`src/rtl/cpu_defs_pkg.sv`:
```
// Shared CPU definitions: ExcCode values, exc_flags bit positions and the
// exception-controller state encoding.
package cpu_defs_pkg;

  localparam int unsigned EXC_INT  = 0;
  localparam int unsigned EXC_ADEL = 4;
  localparam int unsigned EXC_ADES = 5;
  localparam int unsigned EXC_SYS  = 8;
  localparam int unsigned EXC_BP   = 9;
  localparam int unsigned EXC_RI   = 10;
  localparam int unsigned EXC_OV   = 12;
  localparam int unsigned EXC_TR   = 13;

  // exc_flags = {eret, adel_if, ri, syscall, brk, ov, adel_d, ades}
  localparam int unsigned NUM_FLAGS   = 8;
  localparam int unsigned FLG_ADES    = 0;
  localparam int unsigned FLG_ADEL_D  = 1;
  localparam int unsigned FLG_OV      = 2;
  localparam int unsigned FLG_BRK     = 3;
  localparam int unsigned FLG_SYSCALL = 4;
  localparam int unsigned FLG_RI      = 5;
  localparam int unsigned FLG_ADEL_IF = 6;
  localparam int unsigned FLG_ERET    = 7;

  typedef enum logic [1:0] {
    IDLE   = 2'd0,
    HOLD   = 2'd1,
    COMMIT = 2'd2
  } state_t;

endpackage

```
`src/rtl/exc_prio_enc.sv`:
```
// Combinational exception priority encoder; the trap source exists only
// when EXC_TRAP_EN is defined.
module exc_prio_enc
  import cpu_defs_pkg::*;
#(
  parameter int unsigned EXC_W = 5
) (
  input  logic [7:0]       flags,
  input  logic             int_pend,
`ifdef EXC_TRAP_EN
  input  logic             trap,
`endif
  output logic             hit,
  output logic             is_eret,
  output logic [EXC_W-1:0] code,
  output logic             use_badv_d
);

  always_comb begin
    hit        = 1'b1;
    is_eret    = 1'b0;
    code       = '0;
    use_badv_d = 1'b0;
    if (int_pend)                  code = EXC_W'(EXC_INT);
    else if (flags[FLG_ADEL_IF])   code = EXC_W'(EXC_ADEL);
    else if (flags[FLG_RI])        code = EXC_W'(EXC_RI);
    else if (flags[FLG_OV])        code = EXC_W'(EXC_OV);
`ifdef EXC_TRAP_EN
    else if (trap)                 code = EXC_W'(EXC_TR);
`endif
    else if (flags[FLG_SYSCALL])   code = EXC_W'(EXC_SYS);
    else if (flags[FLG_BRK])       code = EXC_W'(EXC_BP);
    else if (flags[FLG_ADEL_D]) begin
      code       = EXC_W'(EXC_ADEL);
      use_badv_d = 1'b1;
    end else if (flags[FLG_ADES]) begin
      code       = EXC_W'(EXC_ADES);
      use_badv_d = 1'b1;
    end else if (flags[FLG_ERET])  is_eret = 1'b1;
    else                           hit = 1'b0;
  end

endmodule

```
`src/rtl/exc_ctrl.sv`:
```
// Registered MEM/WB exception controller: prioritises, holds across stalls,
// commits one exception or ERET. Optional macro EXC_TRAP_EN adds trap/int_timer.
module exc_ctrl
  import cpu_defs_pkg::*;
#(
  parameter int unsigned NUM_INT = 8,
  parameter logic [31:0] EXC_VEC = 32'hBFC00380,
  parameter int unsigned EXC_W   = 5
) (
  input  logic             clk,
  input  logic             resetn,
  input  logic             inst_valid,
  input  logic             stall,
  input  logic [31:0]      pc,
  input  logic             in_ds,
  input  logic [7:0]       exc_flags,
  input  logic [31:0]      bad_addr_d,
  input  logic [31:0]      cp0_status,
  input  logic [31:0]      cp0_cause,
  input  logic [31:0]      cp0_epc,
`ifdef EXC_TRAP_EN
  input  logic             trap,
  input  logic             int_timer,
`endif
  output logic             flush,
  output logic [31:0]      new_pc,
  output logic             cp0_we,
  output logic [EXC_W-1:0] exccode,
  output logic [31:0]      epc_o,
  output logic [31:0]      badvaddr_o,
  output logic             badv_we,
  output logic             bd_o,
  output logic             eret_o
);

  state_t           state_q, state_d;
  logic             int_pend_q, int_pend_d;
  logic             blank_q, blank_d;
  logic             lat_eret_q, lat_eret_d;
  logic [EXC_W-1:0] lat_code_q, lat_code_d;
  logic [31:0]      lat_epc_q, lat_epc_d;
  logic [31:0]      lat_badv_q, lat_badv_d;
  logic             lat_badv_we_q, lat_badv_we_d;
  logic             lat_bd_q, lat_bd_d;
  logic             flush_q, flush_d;
  logic             cp0_we_q, cp0_we_d;
  logic             eret_q, eret_d;
  logic [EXC_W-1:0] exccode_q, exccode_d;
  logic [31:0]      epc_q, epc_d;
  logic [31:0]      badvaddr_q, badvaddr_d;
  logic             badv_we_q, badv_we_d;
  logic             bd_q, bd_d;

  logic             hit, is_eret, use_badv_d, commit_go;
  logic [EXC_W-1:0] code;
  logic [31:0]      cause_eff;
  logic             unused_cp0;

  exc_prio_enc #(.EXC_W(EXC_W)) u_enc (
    .flags      (exc_flags),
    .int_pend   (int_pend_q),
`ifdef EXC_TRAP_EN
    .trap       (trap),
`endif
    .hit        (hit),
    .is_eret    (is_eret),
    .code       (code),
    .use_badv_d (use_badv_d)
  );

  assign unused_cp0 = ^{cp0_status, cause_eff};

  // Next-state, capture and commit-output logic
  always_comb begin
    state_d       = state_q;
    blank_d       = 1'b0;
    commit_go     = 1'b0;
    lat_eret_d    = lat_eret_q;
    lat_code_d    = lat_code_q;
    lat_epc_d     = lat_epc_q;
    lat_badv_d    = lat_badv_q;
    lat_badv_we_d = lat_badv_we_q;
    lat_bd_d      = lat_bd_q;
    flush_d       = 1'b0;
    cp0_we_d      = 1'b0;
    eret_d        = 1'b0;
    exccode_d     = '0;
    epc_d         = '0;
    badvaddr_d    = '0;
    badv_we_d     = 1'b0;
    bd_d          = 1'b0;

    cause_eff = cp0_cause;
`ifdef EXC_TRAP_EN
    cause_eff[15] = cp0_cause[15] | int_timer;
`endif
    int_pend_d = (|(cause_eff[8 +: NUM_INT] & cp0_status[8 +: NUM_INT]))
                 & ~cp0_status[1] & cp0_status[0];

    case (state_q)
      IDLE: begin
        // blank_q covers the bubble still in flight after a flush
        if (inst_valid && !blank_q && hit) begin
          lat_eret_d    = is_eret;
          lat_code_d    = code;
          lat_epc_d     = in_ds ? (pc - 32'd4) : pc;
          lat_badv_d    = use_badv_d ? bad_addr_d : pc;
          lat_badv_we_d = !is_eret && ((code == EXC_W'(EXC_ADEL)) ||
                                       (code == EXC_W'(EXC_ADES)));
          lat_bd_d      = in_ds;
          if (stall) begin
            state_d = HOLD;
          end else begin
            state_d   = COMMIT;
            commit_go = 1'b1;
          end
        end
      end
      HOLD: begin
        if (!stall) begin
          state_d   = COMMIT;
          commit_go = 1'b1;
        end
      end
      COMMIT: begin
        state_d = IDLE;
        blank_d = 1'b1;
      end
      default: state_d = IDLE;
    endcase

    if (commit_go) begin
      flush_d  = 1'b1;
      eret_d   = lat_eret_d;
      cp0_we_d = !lat_eret_d;
      if (!lat_eret_d) begin
        exccode_d  = lat_code_d;
        epc_d      = lat_epc_d;
        bd_d       = lat_bd_d;
        badv_we_d  = lat_badv_we_d;
        badvaddr_d = lat_badv_we_d ? lat_badv_d : '0;
      end
    end
  end

  always_ff @(posedge clk) begin
    if (!resetn) begin
      state_q       <= IDLE;
      int_pend_q    <= 1'b0;
      blank_q       <= 1'b0;
      lat_eret_q    <= 1'b0;
      lat_code_q    <= '0;
      lat_epc_q     <= '0;
      lat_badv_q    <= '0;
      lat_badv_we_q <= 1'b0;
      lat_bd_q      <= 1'b0;
      flush_q       <= 1'b0;
      cp0_we_q      <= 1'b0;
      eret_q        <= 1'b0;
      exccode_q     <= '0;
      epc_q         <= '0;
      badvaddr_q    <= '0;
      badv_we_q     <= 1'b0;
      bd_q          <= 1'b0;
    end else begin
      state_q       <= state_d;
      int_pend_q    <= int_pend_d;
      blank_q       <= blank_d;
      lat_eret_q    <= lat_eret_d;
      lat_code_q    <= lat_code_d;
      lat_epc_q     <= lat_epc_d;
      lat_badv_q    <= lat_badv_d;
      lat_badv_we_q <= lat_badv_we_d;
      lat_bd_q      <= lat_bd_d;
      flush_q       <= flush_d;
      cp0_we_q      <= cp0_we_d;
      eret_q        <= eret_d;
      exccode_q     <= exccode_d;
      epc_q         <= epc_d;
      badvaddr_q    <= badvaddr_d;
      badv_we_q     <= badv_we_d;
      bd_q          <= bd_d;
    end
  end

  // ERET target follows the live EPC during the commit cycle
  assign new_pc     = flush_q ? (eret_q ? cp0_epc : EXC_VEC) : '0;
  assign flush      = flush_q;
  assign cp0_we     = cp0_we_q;
  assign eret_o     = eret_q;
  assign exccode    = exccode_q;
  assign epc_o      = epc_q;
  assign badvaddr_o = badvaddr_q;
  assign badv_we    = badv_we_q;
  assign bd_o       = bd_q;

endmodule

```
`config.mk`:
```
export PLATFORM = sky130hd
export DESIGN_NAME = exc_ctrl
export DESIGN_NICKNAME = d
export VERILOG_FILES = /design/src/rtl/cpu_defs_pkg.sv /design/src/rtl/exc_prio_enc.sv /design/src/rtl/exc_ctrl.sv
export SDC_FILE = /design/constraint.sdc
export NUM_CORES = 1
export LEC_CHECK = 0
export BUFFER_PORTS_ARGS = -buffer_cell sky130_fd_sc_hd__buf_2
export CAP_MARGIN = 20
export CORE_MARGIN = 2
export CORE_UTILIZATION = 47
export CTS_CLUSTER_SIZE = 28
export DETAILED_ROUTE_END_ITERATION = 7
export PLACE_DENSITY = 0.84
export SETUP_SLACK_MARGIN = 0.1
export SLEW_MARGIN = 20
export SYNTH_ARGS = -nofsm -noshare
export SYNTH_HDL_FRONTEND = slang
export SYNTH_HIERARCHICAL = 1
export SYNTH_SLANG_ARGS = --single-unit
export TNS_END_PERCENT = 10
```
`constraint.sdc`:
```
create_clock -name clk -period 4.4 [get_ports clk]
set_input_delay 1.1 -clock clk [delete_from_list [all_inputs] [get_ports clk]]
set_output_delay 1.1 -clock clk [all_outputs]
set_load 0.01 [all_outputs]
```
==> metrics.yaml, run 1 <==
status:
  status: "completed"
detailed_routing:
  dr.pass1.iters: 4
  vias_per_cell: 5.05
  drtIter0Drc: 222
  wl_per_cell_um: 15.7
  num_vias: 5348
  drtAntennaViolNets: 0
  drt-total-wl_um: 16600
  route.detailed.drc: 0
min_path:
  hp-start: "lat_badv_q[26]"
  hp-class: "register to register"
  worstHoldEndpoint: "badvaddr_o[26]"
  min_path_cells: 2
sta:
  hold_viol: 0
  whs_ns: 0.471
  setup_violations: 0
  rsz0062_at_grt: "false"
  finalSetupTns_ns: 0
  slew_violations: 0
  timing.final.crit_period_ns: 3.34
  fin_skew_ns: 0.00709
  slew_headroom_pct: 46.2
  worst_pin_slew_ns: 0.807
  period_share_pct: 75.9
  fmax_ghz: 0.299
clock_network:
  cts_resized: 0
  clk_pin_slew_ns: 0.06
  cts_hold_buf: 0
  cts_root_buf: "clkbuf_16"
  post_cts_buffers: 0
  insertion_delay_ns: 0.42
  cts_inserted_buffers: 17
  clock_sinks: 150
  cts_buffer_depth: 2
  tritoncts: "built"
  htree_levels: 4
global_routing:
  grt_max_degree: 83
  overflow: 0
  grt_usage_pct: 24.3
  grt_pass1_vias: 4931
  grt_antenna_before_repair: 0
  grt_pass1_wl_um: 24700
critical_path:
  crit_path_top_delay_cell: "or4b_1"
  path_class: "input pin to register"
  critical-path-top-delay-family: "simple AND/OR/NAND/NOR gates"
  critPathCaptureType: "register"
  rrSetupSlack_ns: 1.88
  cpPeakStageDelay_ns: 0.54
  r2r_start: "int_pend_q"
  cp_cell_sequence: "buf_2, or3_1, or3_4, or4b_1, nand3b_4, or2_4, buf_12, nor2_1, a21oi_1, nor2_1"
  path_max_fanout: 82
  crit_top_cell: "nor2_1"
  cp-start-kind: "input pin"
  reg2regPathDepth: 8
  timing.critical_path.buf_inv: 2
  critical_path_required_ns: 4.67
  crit_arrival_ns: 3.61
  worstReg2RegEnd: "lat_badv_q[21]"
logic_synthesis:
  avgSynthCellArea_um2: 9.07
  synth_seq_cells: 150
  post-synth-top-area-cell: "dfxtp_1"
  postSynthCellCount: 662
  yosys-top-cells-area: "dfxtp_1 (50%), nor2_1 (10%), mux2i_1 (6.2%)"
  synth_top_area_share_pct: 50.0
  netlist_area_um2: 6000
  async_reset_ff_share_pct: 0
  synth_edf_count: 0
  syn-num-nets: 836
  post_synth_num_cell_types: 54
  seq_area_frac_synth_pct: 50.0
  yosys_most_used_dff: "dfxtp_1"
  ys_warn_count: 6
place:
  dp_hpwl_um: 12100
  gp_congestion: 0.826
  port_buffers: 232
floorplanning:
  start_util_pct: 47.8
  core_um2: 12600
  die_y_um: 117
  io_pins: 279
  die-width_um: 117
  placementRows: 41
  dieArea_um2: 13700
final_layout:
  multiInputGateArea_um2: 2740
  antenna_cells: 0
  final-seq-area_um2: 3000
  final_cell_mix: "buf_2 (232), nor2_1 (159), dfxtp_1 (150)"
  nFillCells: 1122
  drive_gt1_share_pct: 32.9
  layout_commonest_cell: "buf_2"
  area_growth_pct: 31.0
  layout.nets: 1049
power_and_ir_drop:
  power_uw: 3210
  irDropWorstVdd_mv: 0.270
  leakage_uw: 0.00363
  pwr_density_cell_nw_per_um2: 408
job:
  maxCapViolations: 0
==> synthesized netlist by cell type, types with 4 or more instances <==
master and instances:
o21ai_0 7, and2_1 7, a21oi_1 41, dfxtp_1 150, and3_1 23, nor2_1 160, or3_1 6, nor3_1 21
nor4_1 7, nor3_2 4, xnor2_1 19, inv_1 21, buf_2 5, nor4_4 4, mux2i_1 37, a21boi_0 13
a211oi_1 30, nor3b_1 4, clkbuf_1 33, nand2_1 12
==> tightest hold or removal path: cells and delay by family, from the launching register on <==
family          cells  cell delay, ns
simple gates        1            0.07
compound gates      1            0.06
flops               1            0.30
==> sequential cells by signal, summed over array words and instances, names as in the netlist <==
name	flops
epc_o	32
flush	1
lat_epc_q	32
int_pend_q	1
cp0_we	1
state_q	2
lat_badv_q	32
badv_we	1
lat_bd_q	1
blank_q	1
lat_eret_q	1
exccode	5
lat_code_q	5
bd_o	1
eret_o	1
lat_badv_we_q	1
badvaddr_o	32
==> final cells by class <==
type                            instances  share of cell area, %
Timing Repair Buffer                  238                   15.7
Clock inverter                         11                   1.59
Inverter                               23                   1.10
Clock buffer                           21                   5.86
Sequential cell                       150                   38.2
Multi-Input combinational cell        445                   34.9
Tap cell                              172                   2.74
==> power breakdown <==
group	total, µW	switching, µW	internal (µW)
Combinational	347	208	139
Clock	1420	555	864
Sequential	1440	20.0	1420
Total	3210	783	2420
==> routing by layer <==
metal | vias up | wire (µm) | GRT usage [%]
met5 | - | 0 | 0
met4 | 0 | 487 | 11.4
met3 | 28 | 1020 | 6.08
met2 | 175 | 8260 | 44.0
met1 | 2455 | 6850 | 26.8
li1 | 2690 | - | -
==> worst max-delay path by stage <==
stage | startpoint | cells past startpoint | slack (ns) | endpoint
after floorplan | exc_flags[4] | 10 | 0.65 | bd_o
after global placement | exc_flags[4] | 9 | 0.70 | lat_epc_q[1]
after detailed placement | exc_flags[4] | 10 | 0.66 | lat_badv_q[21]
after CTS | exc_flags[4] | 10 | 1.08 | lat_badv_q[31]
after global routing | exc_flags[4] | 10 | 0.92 | badvaddr_o[28]
final | exc_flags[4] | 10 | 1.06 | lat_badv_q[21]
==> logic make-up after synthesis <==
group / Yosys count / share of synthesized area, %
compound gates: 113 / 12.7
xor+xnor: 21 / 3.06
fa+ha+maj: 1 / 0.208
buf+inv: 67 / 4.54
flops: 150 / 50.0
mux: 37 / 6.17
other cells: 1 / 0.0625
simple gates: 272 / 23.2
==> stage by stage <==
stage	setup WS, ns	std cells	cell area, µm²	utilization (%)
finish	1.06	1060	7860	62.6
global route	0.925	1060	7860	62.6
floorplan	0.650	662	6000	-
CTS	1.08	1060	7860	62.6
global placement	0.701	1028	7280	57.9
detailed placement	0.660	1028	7280	57.9
Note: power is estimated with default switching activity, not from simulation.
==> run 2, diff against run 1 <==
==> constraint.sdc (replaced) <==
create_clock -name clk -period 3.1 [get_ports clk]
set_input_delay 0.775 -clock clk [delete_from_list [all_inputs] [get_ports clk]]
set_output_delay 0.775 -clock clk [all_outputs]
set_load 0.01 [all_outputs]
==> metrics.yaml, run 2 (synthesis results as in run 1) <==
sta:
  finalSetupTns_ns: 0  # unchanged
  worst_pin_slew_ns: 0.780  # -0.0273 ns
  rsz0062_at_grt: "false"
  setup_violations: 0  # unchanged
  slew_headroom_pct: 48.0  # +1.8 points
  fin_skew_ns: 0.00596  # -0.00114 ns
  slew_violations: 0  # unchanged
  timing.final.crit_period_ns: 2.84
  fmax_ghz: 0.353
  hold_viol: 0  # unchanged
  whs_ns: 0.472  # +0.000891 ns
  period_share_pct: 91.5
place:
  dp_hpwl_um: 11900  # -1.8%
  port_buffers: 232  # unchanged
  gp_congestion: 0.889  # +7.6%
final_layout:
  multiInputGateArea_um2: 2750  # +0.46%
  layout_commonest_cell: "buf_2"
  final-seq-area_um2: 3000  # unchanged
  layout.nets: 1071  # +2.1%
  area_growth_pct: 35.7
  final_cell_mix: "buf_2 (232), nor2_1 (159), dfxtp_1 (150)"
  nFillCells: 1005  # -10%
  drive_gt1_share_pct: 34.4  # +1.6 points
critical_path:
  cpPeakStageDelay_ns: 0.50  # -0.04 ns
  rrSetupSlack_ns: 0.75  # -1.13 ns
  critPathCaptureType: "register"
  path_max_fanout: 25  # -70%
  startpoint: "exc_flags[4]"
  r2r_start: "int_pend_q"
  cp-start-kind: "input pin"
  path_class: "input pin to register"
  cp_cell_sequence: "buf_2, or3_1, or3_4, or4b_4, nand3b_4, or2_4, buf_4, nor3_1, nor3_1"
  cp.depth: 9  # -1
  crit_arrival_ns: 3.15  # -0.46 ns
  crit_path_top_delay_cell: "or4b_4"
  critical_path_required_ns: 3.41  # -1.26 ns
  timing.critical_path.buf_inv: 2  # unchanged
  reg2regPathDepth: 9  # +1
  critical-path-top-delay-family: "simple AND/OR/NAND/NOR gates"
  crit_top_cell: "nor3_1"
clock_network:
  cts_inserted_buffers: 17  # unchanged
  cts_root_buf: "clkbuf_16"
  htree_levels: 4  # unchanged
  tritoncts: "built"
  cts_resized: 0  # unchanged
  clock_sinks: 150  # unchanged
  insertion_delay_ns: 0.42  # about the same
  cts_hold_buf: 0  # unchanged
  clk_pin_slew_ns: 0.06  # about the same
  cts_buffer_depth: 2  # unchanged
  post_cts_buffers: 0  # unchanged
floorplanning:
  core_um2: 12600  # unchanged
  io_pins: 279  # unchanged
  dieArea_um2: 13700  # unchanged
  die_y_um: 117  # unchanged
  placementRows: 41  # unchanged
  die-width_um: 117  # unchanged
  start_util_pct: 47.8  # unchanged
min_path:
  hp-class: "register to register"
  min_path_cells: 2  # unchanged
  hp-start: "lat_badv_q[4]"
global_routing:
  grt_max_degree: 72  # -13%
  grt_usage_pct: 23.8  # -0.54 points
  grt_pass1_vias: 5082  # +3.1%
  grt_pass1_wl_um: 24800  # +0.22%
  overflow: 0  # unchanged
  grt_antenna_before_repair: 3  # +3
job:
  maxCapViolations: 0  # unchanged
detailed_routing:
  wl_per_cell_um: 15.0  # -4.3%
  drtAntennaViolNets: 0  # unchanged
  vias_per_cell: 5.07  # +0.46%
  drtIter0Drc: 291  # +31%
  dr.pass1.iters: 4  # unchanged
  route.detailed.drc: 0  # unchanged
  drt-total-wl_um: 16300  # -2.2%
  num_vias: 5489  # +2.6%
power_and_ir_drop:
  irDropWorstVdd_mv: 0.382  # +41%
  leakage_uw: 0.00381  # +5.1%
  pwr_density_cell_nw_per_um2: 581  # +42%
status:
  status: "completed"
run 2: through the flow:
step                      total power [µW]  utilization, %  setup WS [ns]  cell area, µm²  instances
final                                 4730            64.8          0.264            8150       1083
after global routing                  4910            64.8          0.166            8150       1083
after CTS                             4760            64.8          0.292            8140       1081
after detailed placement              2600            59.8         -0.122            7520       1050
after global placement                2590            59.8        -0.0858            7520       1050
after floorplan                       2380               -        -0.0404            6060        662
run 2: worst reg2reg max path: stages (launching register included):
cell	delay [ns]
dfxtp_1	0.37
or3_4	0.15
buf_4	0.11
and4bb_2	0.25
or4b_1	0.50
nor4_1	0.21
a21oi_1	0.09
or2_1	0.28
buf_12	0.18
nor2_1	0.15
run 2: path summary, 6_finish.rpt:
| check | end |
|---|---|
| max | epc_o[27] |
| min | lat_badv_q[4] |
| max reg2reg | badvaddr_o[13] |
| min reg2reg | lat_badv_q[4] |
run 2: report_power, final:
group          switching, µW  internal (µW)
Clock                    758           1400
Sequential              26.9           2020
Combinational            300            224
Total                   1090           3650
run 2: metal layers:
metal,vias to the layer above,part of all wire (%),GRT usage [%]
li1,2734,-,-
met1,2501,41,27.6
met2,220,49,41.0
met3,32,7.4,7.47
met4,2,2.6,9.41
met5,-,0.080,0
run 2: cell type report:
type	count	area share, %
diodes	2	0.0614
repair buffers	260	17.9
well taps	172	2.64
flip-flops and latches	150	36.9
clock buffers	23	5.87
clock inverters	8	1.80
inverters	23	1.06
multi-input cells	445	33.8
